## src/rtl/control_sequencer_if.sv

```systemverilog
// rtl/control_sequencer_if.sv - sequencer <-> datapath strobe/status bundle
interface control_sequencer_if;
  logic [31:0] IR;
  logic        CON_FF;
  logic [21:0] ctrl;
  logic [4:0]  alu_op;
  logic [3:0]  state_out;
  logic        run;
  logic        illegal;

  modport master (
    input  IR, CON_FF,
    output ctrl, alu_op, state_out, run, illegal
  );

  modport slave (
    output IR, CON_FF,
    input  ctrl, alu_op, state_out, run, illegal
  );
endinterface

```

## src/rtl/control_sequencer.sv

```systemverilog
// rtl/control_sequencer.sv - hardwired T0..T7 control unit; optional ILLEGAL_TRAP_EN halts on unknown opcodes
module control_sequencer #(
  parameter int MEM_WAIT = 0
) (
  input logic                 Clock,
  input logic                 Clear,
  control_sequencer_if.master bus
);

  typedef enum logic [3:0] {
    S_RESET = 4'b0000, S_T0 = 4'b0001, S_T1 = 4'b0010, S_T2 = 4'b0011,
    S_T3    = 4'b0100, S_T4 = 4'b0101, S_T5 = 4'b0110, S_T6 = 4'b0111,
    S_T7    = 4'b1000, S_HALT = 4'b1111
  } state_t;

  localparam logic [4:0] OP_LDW  = 5'b00000, OP_LDWI = 5'b00001, OP_STW  = 5'b00010,
                         OP_ADD  = 5'b00011, OP_SUB  = 5'b00100, OP_AND  = 5'b01001,
                         OP_OR   = 5'b01010, OP_ADDI = 5'b01011, OP_BR   = 5'b10010,
                         OP_NOP  = 5'b11001, OP_HALT = 5'b11010;

  localparam int B_PCOUT = 0,  B_ZLOWOUT = 1, B_ZHIGHOUT = 2, B_MDROUT = 3, B_MAR_EN = 4,
                 B_PC_EN = 5,  B_MDR_EN = 6,  B_MDR_READ = 7, B_RAM_WR = 8, B_IR_EN = 9,
                 B_Y_EN  = 10, B_INCPC = 11,  B_ZLOWIN = 12,  B_ZHIGHIN = 13, B_GRA = 14,
                 B_GRB   = 15, B_GRC = 16,    B_R_IN = 17,    B_R_OUT = 18, B_BAOUT = 19,
                 B_COUT  = 20, B_CON_EN = 21;

  localparam int WW = (MEM_WAIT > 0) ? $clog2(MEM_WAIT + 1) : 1;

  state_t        state, next_state;
  logic [4:0]    opcode;
  logic [WW-1:0] wait_cnt;
  logic          wait_last;
  logic          in_wait;
  logic          op_listed;
  logic [21:0]   ctrl_v;
  logic [4:0]    alu_v;
  logic          unused_ir_bits;

  assign unused_ir_bits = ^bus.IR[26:0];
  assign wait_last      = (wait_cnt == WW'(MEM_WAIT));
  assign in_wait        = (state == S_T1) || (state == S_T6 && opcode == OP_LDW);

  // Opcodes with a defined execute sequence; anything else is a nop or a trap
  always_comb begin
    case (opcode)
      OP_LDW, OP_LDWI, OP_STW, OP_ADD, OP_SUB, OP_AND, OP_OR,
      OP_ADDI, OP_BR, OP_NOP, OP_HALT: op_listed = 1'b1;
      default:                         op_listed = 1'b0;
    endcase
  end

  // State register, memory wait counter and opcode latch (captured on T2->T3)
  always_ff @(posedge Clock) begin
    if (Clear) begin
      state    <= S_RESET;
      wait_cnt <= '0;
      opcode   <= '0;
    end else begin
      state <= next_state;
      if (in_wait && !wait_last) wait_cnt <= wait_cnt + WW'(1);
      else                       wait_cnt <= '0;
      if (state == S_T2) opcode <= bus.IR[31:27];
    end
  end

`ifdef ILLEGAL_TRAP_EN
  logic illegal_q;
  // Sticky trap flag, only Clear removes it
  always_ff @(posedge Clock) begin
    if (Clear)                          illegal_q <= 1'b0;
    else if (state == S_T3 && !op_listed) illegal_q <= 1'b1;
  end
  assign bus.illegal = illegal_q;
`else
  assign bus.illegal = 1'b0;
`endif

  // Next-state and Moore strobe decode from state, latched opcode and CON_FF
  always_comb begin
    ctrl_v     = '0;
    alu_v      = 5'b00011;
    next_state = state;
    case (state)
      S_RESET: next_state = S_T0;
      S_T0: begin
        ctrl_v[B_PCOUT] = 1'b1; ctrl_v[B_MAR_EN] = 1'b1;
        ctrl_v[B_INCPC] = 1'b1; ctrl_v[B_ZLOWIN] = 1'b1;
        next_state = S_T1;
      end
      S_T1: begin
        ctrl_v[B_MDR_READ] = 1'b1; ctrl_v[B_MDR_EN] = 1'b1;
        if (wait_last) begin
          // PC loads from Z only once, on the last cycle of the read
          ctrl_v[B_ZLOWOUT] = 1'b1; ctrl_v[B_PC_EN] = 1'b1;
          next_state = S_T2;
        end
      end
      S_T2: begin
        ctrl_v[B_MDROUT] = 1'b1; ctrl_v[B_IR_EN] = 1'b1;
        next_state = S_T3;
      end
      S_T3: begin
        next_state = S_T4;
        case (opcode)
          OP_LDW, OP_LDWI, OP_STW: begin
            ctrl_v[B_GRB] = 1'b1; ctrl_v[B_BAOUT] = 1'b1; ctrl_v[B_Y_EN] = 1'b1;
          end
          OP_ADD, OP_SUB, OP_AND, OP_OR, OP_ADDI: begin
            ctrl_v[B_GRB] = 1'b1; ctrl_v[B_R_OUT] = 1'b1; ctrl_v[B_Y_EN] = 1'b1;
          end
          OP_BR: begin
            ctrl_v[B_GRA] = 1'b1; ctrl_v[B_R_OUT] = 1'b1; ctrl_v[B_CON_EN] = 1'b1;
          end
          OP_NOP:  next_state = S_T0;
          OP_HALT: next_state = S_HALT;
`ifdef ILLEGAL_TRAP_EN
          default: next_state = S_HALT;
`else
          default: next_state = S_T0;
`endif
        endcase
      end
      S_T4: begin
        next_state = S_T5;
        case (opcode)
          OP_ADD, OP_SUB, OP_AND, OP_OR: begin
            ctrl_v[B_GRC] = 1'b1; ctrl_v[B_R_OUT] = 1'b1; ctrl_v[B_ZLOWIN] = 1'b1;
            alu_v = opcode;
          end
          OP_BR: begin
            ctrl_v[B_PCOUT] = 1'b1; ctrl_v[B_Y_EN] = 1'b1;
          end
          default: begin
            ctrl_v[B_COUT] = 1'b1; ctrl_v[B_ZLOWIN] = 1'b1;
          end
        endcase
      end
      S_T5: begin
        next_state = S_T0;
        case (opcode)
          OP_LDW, OP_STW: begin
            ctrl_v[B_ZLOWOUT] = 1'b1; ctrl_v[B_MAR_EN] = 1'b1;
            next_state = S_T6;
          end
          OP_BR: begin
            ctrl_v[B_COUT] = 1'b1; ctrl_v[B_ZLOWIN] = 1'b1;
            next_state = S_T6;
          end
          default: begin
            ctrl_v[B_ZLOWOUT] = 1'b1; ctrl_v[B_GRA] = 1'b1; ctrl_v[B_R_IN] = 1'b1;
          end
        endcase
      end
      S_T6: begin
        next_state = S_T0;
        case (opcode)
          OP_LDW: begin
            ctrl_v[B_MDR_READ] = 1'b1; ctrl_v[B_MDR_EN] = 1'b1;
            next_state = wait_last ? S_T7 : S_T6;
          end
          OP_STW: begin
            ctrl_v[B_GRA] = 1'b1; ctrl_v[B_R_OUT] = 1'b1; ctrl_v[B_MDR_EN] = 1'b1;
            next_state = S_T7;
          end
          OP_BR: begin
            ctrl_v[B_ZLOWOUT] = 1'b1; ctrl_v[B_PC_EN] = bus.CON_FF;
          end
          default: ;
        endcase
      end
      S_T7: begin
        next_state = S_T0;
        if (opcode == OP_LDW) begin
          ctrl_v[B_MDROUT] = 1'b1; ctrl_v[B_GRA] = 1'b1; ctrl_v[B_R_IN] = 1'b1;
        end else if (opcode == OP_STW) begin
          ctrl_v[B_RAM_WR] = 1'b1;
        end
      end
      S_HALT:  next_state = S_HALT;
      default: next_state = S_RESET;
    endcase
  end

  assign bus.ctrl      = ctrl_v;
  assign bus.alu_op    = alu_v;
  assign bus.state_out = state;
  assign bus.run       = (state != S_RESET) && (state != S_HALT);

endmodule
```

## src/flat_wrapper.sv

```systemverilog
// flat-port wrapper written by rule: the top's interface ports become plain ports
module control_sequencer_flat 
#(
  parameter int MEM_WAIT = 0
)
  (Clock, Clear, bus_IR, bus_CON_FF, bus_ctrl, bus_alu_op, bus_state_out, bus_run, bus_illegal);
  control_sequencer_if bus_i ();
  input logic Clock;
  input logic Clear;
  input wire logic [$bits(bus_i.IR)-1:0] bus_IR;
  input wire logic [$bits(bus_i.CON_FF)-1:0] bus_CON_FF;
  output wire logic [$bits(bus_i.ctrl)-1:0] bus_ctrl;
  output wire logic [$bits(bus_i.alu_op)-1:0] bus_alu_op;
  output wire logic [$bits(bus_i.state_out)-1:0] bus_state_out;
  output wire logic [$bits(bus_i.run)-1:0] bus_run;
  output wire logic [$bits(bus_i.illegal)-1:0] bus_illegal;
  assign bus_i.IR = bus_IR;
  assign bus_i.CON_FF = bus_CON_FF;
  assign bus_ctrl = bus_i.ctrl;
  assign bus_alu_op = bus_i.alu_op;
  assign bus_state_out = bus_i.state_out;
  assign bus_run = bus_i.run;
  assign bus_illegal = bus_i.illegal;
  control_sequencer #(.MEM_WAIT(MEM_WAIT)) u_core (.Clock(Clock), .Clear(Clear), .bus(bus_i));
endmodule
```

## config.mk

```make
export PLATFORM = sky130hd
export DESIGN_NAME = control_sequencer_flat
export DESIGN_NICKNAME = d
export VERILOG_FILES = /design/src/rtl/control_sequencer_if.sv /design/src/rtl/control_sequencer.sv /design/src/flat_wrapper.sv
export SDC_FILE = /design/constraint.sdc
export NUM_CORES = 1
export LEC_CHECK = 0
export ABC_CLOCK_PERIOD_IN_PS = 5100
export CORE_ASPECT_RATIO = 1.75
export CORE_UTILIZATION = 30
export CTS_CLUSTER_DIAMETER = 100
export DETAILED_ROUTE_END_ITERATION = 8
export MAX_ROUTING_LAYER = met4
export PLACE_DENSITY = 0.7
export RECOVER_POWER = 25
export SLEW_MARGIN = 20
export SYNTH_ARGS = -nofsm -noshare
export SYNTH_HDL_FRONTEND = slang
export SYNTH_SLANG_ARGS = --single-unit
export TNS_END_PERCENT = 50
```

## constraint.sdc

```tcl
create_clock -name Clock -period 5.1 [get_ports Clock]
set_clock_uncertainty 0.15 [all_clocks]
set_input_delay 1.275 -clock Clock [delete_from_list [all_inputs] [get_ports Clock]]
set_output_delay 1.275 -clock Clock [all_outputs]
set_load 0.01 [all_outputs]
```

==> results.py <==
metrics = {
    "clocking": {
        "cts-root-buf": "clkbuf_8",
        "cts.repair.resized": 0,
        "clk_latency_ps": 230,
        "cts_made_buffers": 3,
        "cts_tree": "done",
        "cts_buffer_depth": 2,
        "cts_setup_buffers": 0,
        "clock-sinks": 10,
        "ctsHoldBuffers": 0,
        "clk_pin_slew_ps": 40,
        "htreeDepth": 1,
    },
    "drt": {
        "dr.pass1.iters": 5,
        "ant_nets": 0,
        "via_count": 1121,
        "drc_errors": 0,
        "drt_wl_total_mm": 2.66,
        "drt-initial-drc-count": 19,
        "wire_per_inst_um": 12.5,
        "viasPerCell": 5.26,
    },
    "floorplanning": {
        "core-area_um2": 3180,
        "ioPinCount": 68,
        "die_h_um": 78.7,
        "rows": 27,
        "die_x_um": 45.8,
        "initial_utilization_pct": 31.8,
        "die-area_um2": 3610,
    },
    "pwr": {
        "p_leak_nw": 0.490,
        "p_int_mw": 0.246,
        "pwr-share-clk_pct": 25.3,
        "comb_power_share_pct": 44.6,
        "peakVddDrop_uv": 131,
        "power.share.switching_pct": 35.3,
        "p_switching_mw": 0.134,
        "pwr_density_cell_nw_per_um2": 272,
        "power.total_mw": 0.380,
        "sequentialPowerShare_pct": 30.1,
    },
    "global_route": {
        "grt_pass1_vias": 1059,
        "grt.total_usage_pct": 16.9,
        "grt_max_degree": 23,
        "grt_pass1_wl_mm": 4.55,
        "antenna_found_initial": 0,
        "grt.overflow.total": 0,
    },
    "flow_run": {
        "cap_violations": 0,
    },
    "timing": {
        "setup_viol": 0,
        "tightestPinTransition_ps": 729,
        "fmax_ghz": 0.249,
        "rsz0062_at_grt": "no",
        "hold_viol": 0,
        "relSlewSlack_pct": 51.2,
        "slew_viol_final": 0,
        "fin_setup_tns_ps": 0,
        "fin_crit_sh_pct": 78.9,
        "period_minus_slack_ps": 4020,
    },
    "worst_setup_path": {
        "r2r-end": "u_core.opcode[2]$_SDFFE_PP0P_",
        "end_kind": "output pin",
        "crit_required_ps": 3670,
        "arrival_ps": 2600,
        "r2r-start": "u_core.bus.state_out[0]$_SDFFE_PP0P_",
        "ff2ff_path_depth": 4,
        "start_kind": "flip-flop",
        "path_max_fanout": 19,
        "rrSetupSlack_ps": 2940,
        "cp-startpoint": "u_core.opcode[1]$_SDFFE_PP0P_",
        "crit_end": "bus_ctrl[12]",
        "crit_type": "flip-flop to output pin",
    },
    "placement": {
        "numPlacedInstances": 209,
        "gp_congestion": 0.871,
        "place_hpwl_mm": 2.08,
        "io_buffer_count": 36,
    },
    "run_status": {
        "status": "finished clean",
    },
    "synthesis": {
        "synth_cell_type_count": 45,
        "syn_area_per_cell_um2": 7.05,
        "netlist_instances": 143,
        "synth-seq-cells": 10,
        "synthTopCellsByArea": "dfxtp_1 20%, mux2i_1 6.0%, nor2_1 5.6%",
        "synth_top_area_share_pct": 19.9,
        "ys.warnings.count": 0,
        "async_flop_share_pct": 0,
        "mappedNetlistArea_um2": 1010,
        "synth_top_area_cell": "dfxtp_1",
        "synth_flop_cell": "dfxtp_1",
        "synth_edf_count": 0,
        "ys_seq_area_share_pct": 19.9,
    },
    "finish": {
        "drive_gt1_share_pct": 8.24,
        "antenna_cells": 0,
        "nets": 206,
        "final_common_cell": "clkdlybuf4s50_1",
        "area_growth_pct": 38.5,
        "layout_common_cells": "35 x clkdlybuf4s50_1, 16 x nor2_1, 10 x a21oi_1, 10 x dfxtp_1, 9 x nand2_1",
        "fin_cells": 213,
    },
    "hold_path": {
        "hold_class": "flip-flop to flip-flop",
    },
}
-- kinds of logic after synthesis --
family | after synthesis | synth area share (%)
and+or+nand+nor | 65 | 35.5
AOI/OAI and AO/OA | 37 | 25.3
buffers and inverters | 22 | 11.2
DFF | 10 | 19.9
muxes | 6 | 5.96
adders and majority gates | 1 | 0.993
other | 1 | 0.372
xor gates and xnor gates | 1 | 0.869
-- worst min-delay path by stage --
stage	startpoint	slack [ps]	to	depth (start not counted)
CTS	u_core.opcode[4]$_SDFFE_PP0P_	510	u_core.opcode[4]$_SDFFE_PP0P_	2
global placement	u_core.opcode[2]$_SDFFE_PP0P_	480	u_core.opcode[2]$_SDFFE_PP0P_	2
floorplan	u_core.wait_cnt$_SDFF_PP0_	450	u_core.bus.state_out[0]$_SDFFE_PP0P_	2
global route	u_core.opcode[4]$_SDFFE_PP0P_	570	u_core.opcode[4]$_SDFFE_PP0P_	2
detailed placement	u_core.opcode[2]$_SDFFE_PP0P_	500	u_core.opcode[2]$_SDFFE_PP0P_	2
finish	u_core.opcode[4]$_SDFFE_PP0P_	510	u_core.opcode[4]$_SDFFE_PP0P_	2
-- synth_stat cells (3+ instances only) --
cell	count
a21oi_1	10
or2_2	6
nand2_1	9
nor2_1	15
inv_1	5
dfxtp_1	10
clkbuf_1	6
nand3_1	3
nor3_1	7
mux2i_1	6
o41ai_1	3
nand2b_1	5
or3_1	4
nand3b_1	3
buf_2	6
nor2b_1	3
buf_4	4
o21ai_0	4
-- critical path: stages, from the launching register on --
cell	delay, ps
dfxtp_1	700
and3b_1	340
nand3_1	140
or3b_2	490
a21oi_1	130
clkdlybuf4s50_1	550
-- flip-flops by register name, summed over array words and instances, names as in the netlist --
register and count:
u_core.bus.state_out 4, u_core.opcode 5, u_core.wait_cnt 1
-- cell type report --
cell class	instances	area [um^2]
tap	43	53.8
fill	350	1780
timing repair buffer	36	360
clock buffer	4	55.1
inverter	5	18.8
multi-input combinational	115	708
sequential	10	200
-- metrics by stage --
step | setup slack [ps] | cell area (um^2) | utilization (%) | hold slack (ps)
after floorplan | 2040 | 1020 | - | 452
after global placement | 1140 | 1340 | 42.3 | 484
after detailed placement | 1140 | 1340 | 42.3 | 497
after CTS | 1070 | 1400 | 44.1 | 515
after global routing | 914 | 1400 | 44.0 | 566
final | 1080 | 1400 | 44.0 | 509
-- power by group through the flow --
stage / sequential (mW) / combinational [mW] / clock, mW
floorplan: 0.0947 / 0.122 / 0
global placement: 0.114 / 0.170 / 0
detailed placement: 0.115 / 0.171 / 0
CTS: 0.114 / 0.172 / 0.101
global route: 0.118 / 0.186 / 0.104
finish: 0.114 / 0.170 / 0.0961
-- metal layers --
metal | vias up | global-route usage, % | share of wire (%)
met4 | 0 | 10.0 | 2.8
met5 | - | - | 0
met1 | 505 | 18.1 | 39
met3 | 8 | 1.36 | 3.7
met2 | 43 | 28.7 | 55
li1 | 565 | - | -
Note: power is estimated with default switching activity, not from simulation.
==> edit: new RTL, same settings <==
Add a define of `ILLEGAL_TRAP_EN`.
--- a/src/rtl/control_sequencer.sv
+++ b/src/rtl/control_sequencer.sv
@@ -1,2 +1,4 @@
 // rtl/control_sequencer.sv - hardwired T0..T7 control unit; optional ILLEGAL_TRAP_EN halts on unknown opcodes
+`define ILLEGAL_TRAP_EN
+
 module control_sequencer #(
Check against the original RTL: not equivalent (Yosys sat finds a counterexample within 10 cycles, from zero or initial values).
==> edit against the unedited design <==
  * Synthesized area is 28% higher
  * Final area is 19% higher
  * Sequential cell count up 2
  * Die area rose by 27%
  * First-iteration DRC count increased by 120%
  * Worst setup slack got worse by 0.061 ns
  * Wire length up 24%
  * Sequential power up 14%
  * Power grew 9.5%
  * Critical path type unchanged
  * Critical endpoint is now bus_ctrl[18]
==> edit: results (changes against the unedited design) <==
stage,metric,value,unit,change
power,Clock Power Share,20.6,%,was 25.3%
global_routing,grt met2 use,28.7,%,about the same
place,dpl cells,243,,was 209
final_layout,fillers,430,,was 350
detailed_routing,met2 WL,1.79,mm,was 1.45 mm
logic_synthesis,sequential element share of the synthesized area,18.6,%,was 19.9%
place,gpl congestion,0.783,,was 0.871
run_status,status,finished clean,,unchanged
global_routing,met3 Use GR,1.55,%,was 1.36%
setup_path,capture point of the worst path,bus_ctrl[18],,was bus_ctrl[12]
detailed_routing,routed wl met3,76,um,was 99 um
timing,slack of the critical path,1.01,ns,was 1.08 ns
setup_path,Crit path arrival time,2.66,ns,was 2.60 ns
power,Leakage,0.000590,uW,was 0.000490 uW
global_routing,GRT Overall Usage,16.1,%,was 16.9%
setup_path,worst reg2reg path depth,8,,was 4
detailed_routing,iteration count of the initial detailed-routing pass,4,,was 5
setup_path,worst reg-to-reg setup slack,2.58,ns,was 2.94 ns
setup_path,r2r endpoint,u_core.op_listed,,was u_core.opcode[2]
power,Internal,262,uW,was 246 uW
place,post-DP HPWL,2.46,mm,was 2.08 mm
logic_synthesis,post-synth cell types,59,,was 45
final_layout,fin cells,246,,was 213
place,Placement Setup Slack,1.09,ns,was 1.14 ns
global_routing,first-pass GRT wire length,5.59,mm,was 4.55 mm
logic_synthesis,synth top area cells,"dfxtp_1 (19%), nor2_1 (5.5%), nand2b_1 (4.4%), a21oi_1 (3.1%), mux2i_1 (3.1%)",,"was dfxtp_1 (20%), mux2i_1 (6.0%), nor2_1 (5.6%), a21oi_1 (5.0%), or2_2 (3.7%)"
place,Port Buffers,37,,was 36
logic_synthesis,synth cell count leaders,"nor2_1 (19), dfxtp_1 (12), nand2_1 (9), nand2b_1 (9)",,"was nor2_1 (15), a21oi_1 (10), dfxtp_1 (10)"
setup_path,Critical Path Start,u_core.bus.state_out[1],,was u_core.opcode[1]
logic_synthesis,Post-Syn Instances,172,,was 143
place,Area after DPL,0.00163,mm^2,was 0.00134 mm^2
logic_synthesis,multiplexer share of the synthesized area,4.84,%,was 5.96%
final_layout,layout cells sized above 1,8.63,%,was 8.24%
detailed_routing,met1 wire length,1.34,mm,was 1.04 mm
detailed_routing,Vias/cell,5.50,,was 5.26
edit: area by class of cell:
cell class | instances | area (um^2) | area share, %
clock buffers | 3 | 41.3 | 2.48
inverters | 8 | 30.0 | 1.80
multi-input cells | 135 | 910 | 54.5
flip-flops and latches | 12 | 240 | 14.4
well taps | 49 | 61.3 | 3.68
repair buffers | 39 | 385 | 23.1
edit: worst min-delay path by stage:
stage | startpoint | endpoint | cells after the start
after floorplan | u_core.op_listed | u_core.bus.illegal | 3
after global placement | u_core.bus.illegal | u_core.bus.illegal | 2
after detailed placement | u_core.bus.illegal | u_core.bus.illegal | 2
after CTS | u_core.bus.illegal | u_core.bus.illegal | 2
after global routing | u_core.bus.illegal | u_core.bus.illegal | 2
final | u_core.bus.illegal | u_core.bus.illegal | 2
edit: worst max-delay path, stage by stage, from the launching register on:
cell             delay (ns)
dfxtp_1                0.67
nand4b_1               0.39
or4_1                  0.50
a31oi_1                0.18
a211o_1                0.14
clkdlybuf4s50_1        0.54
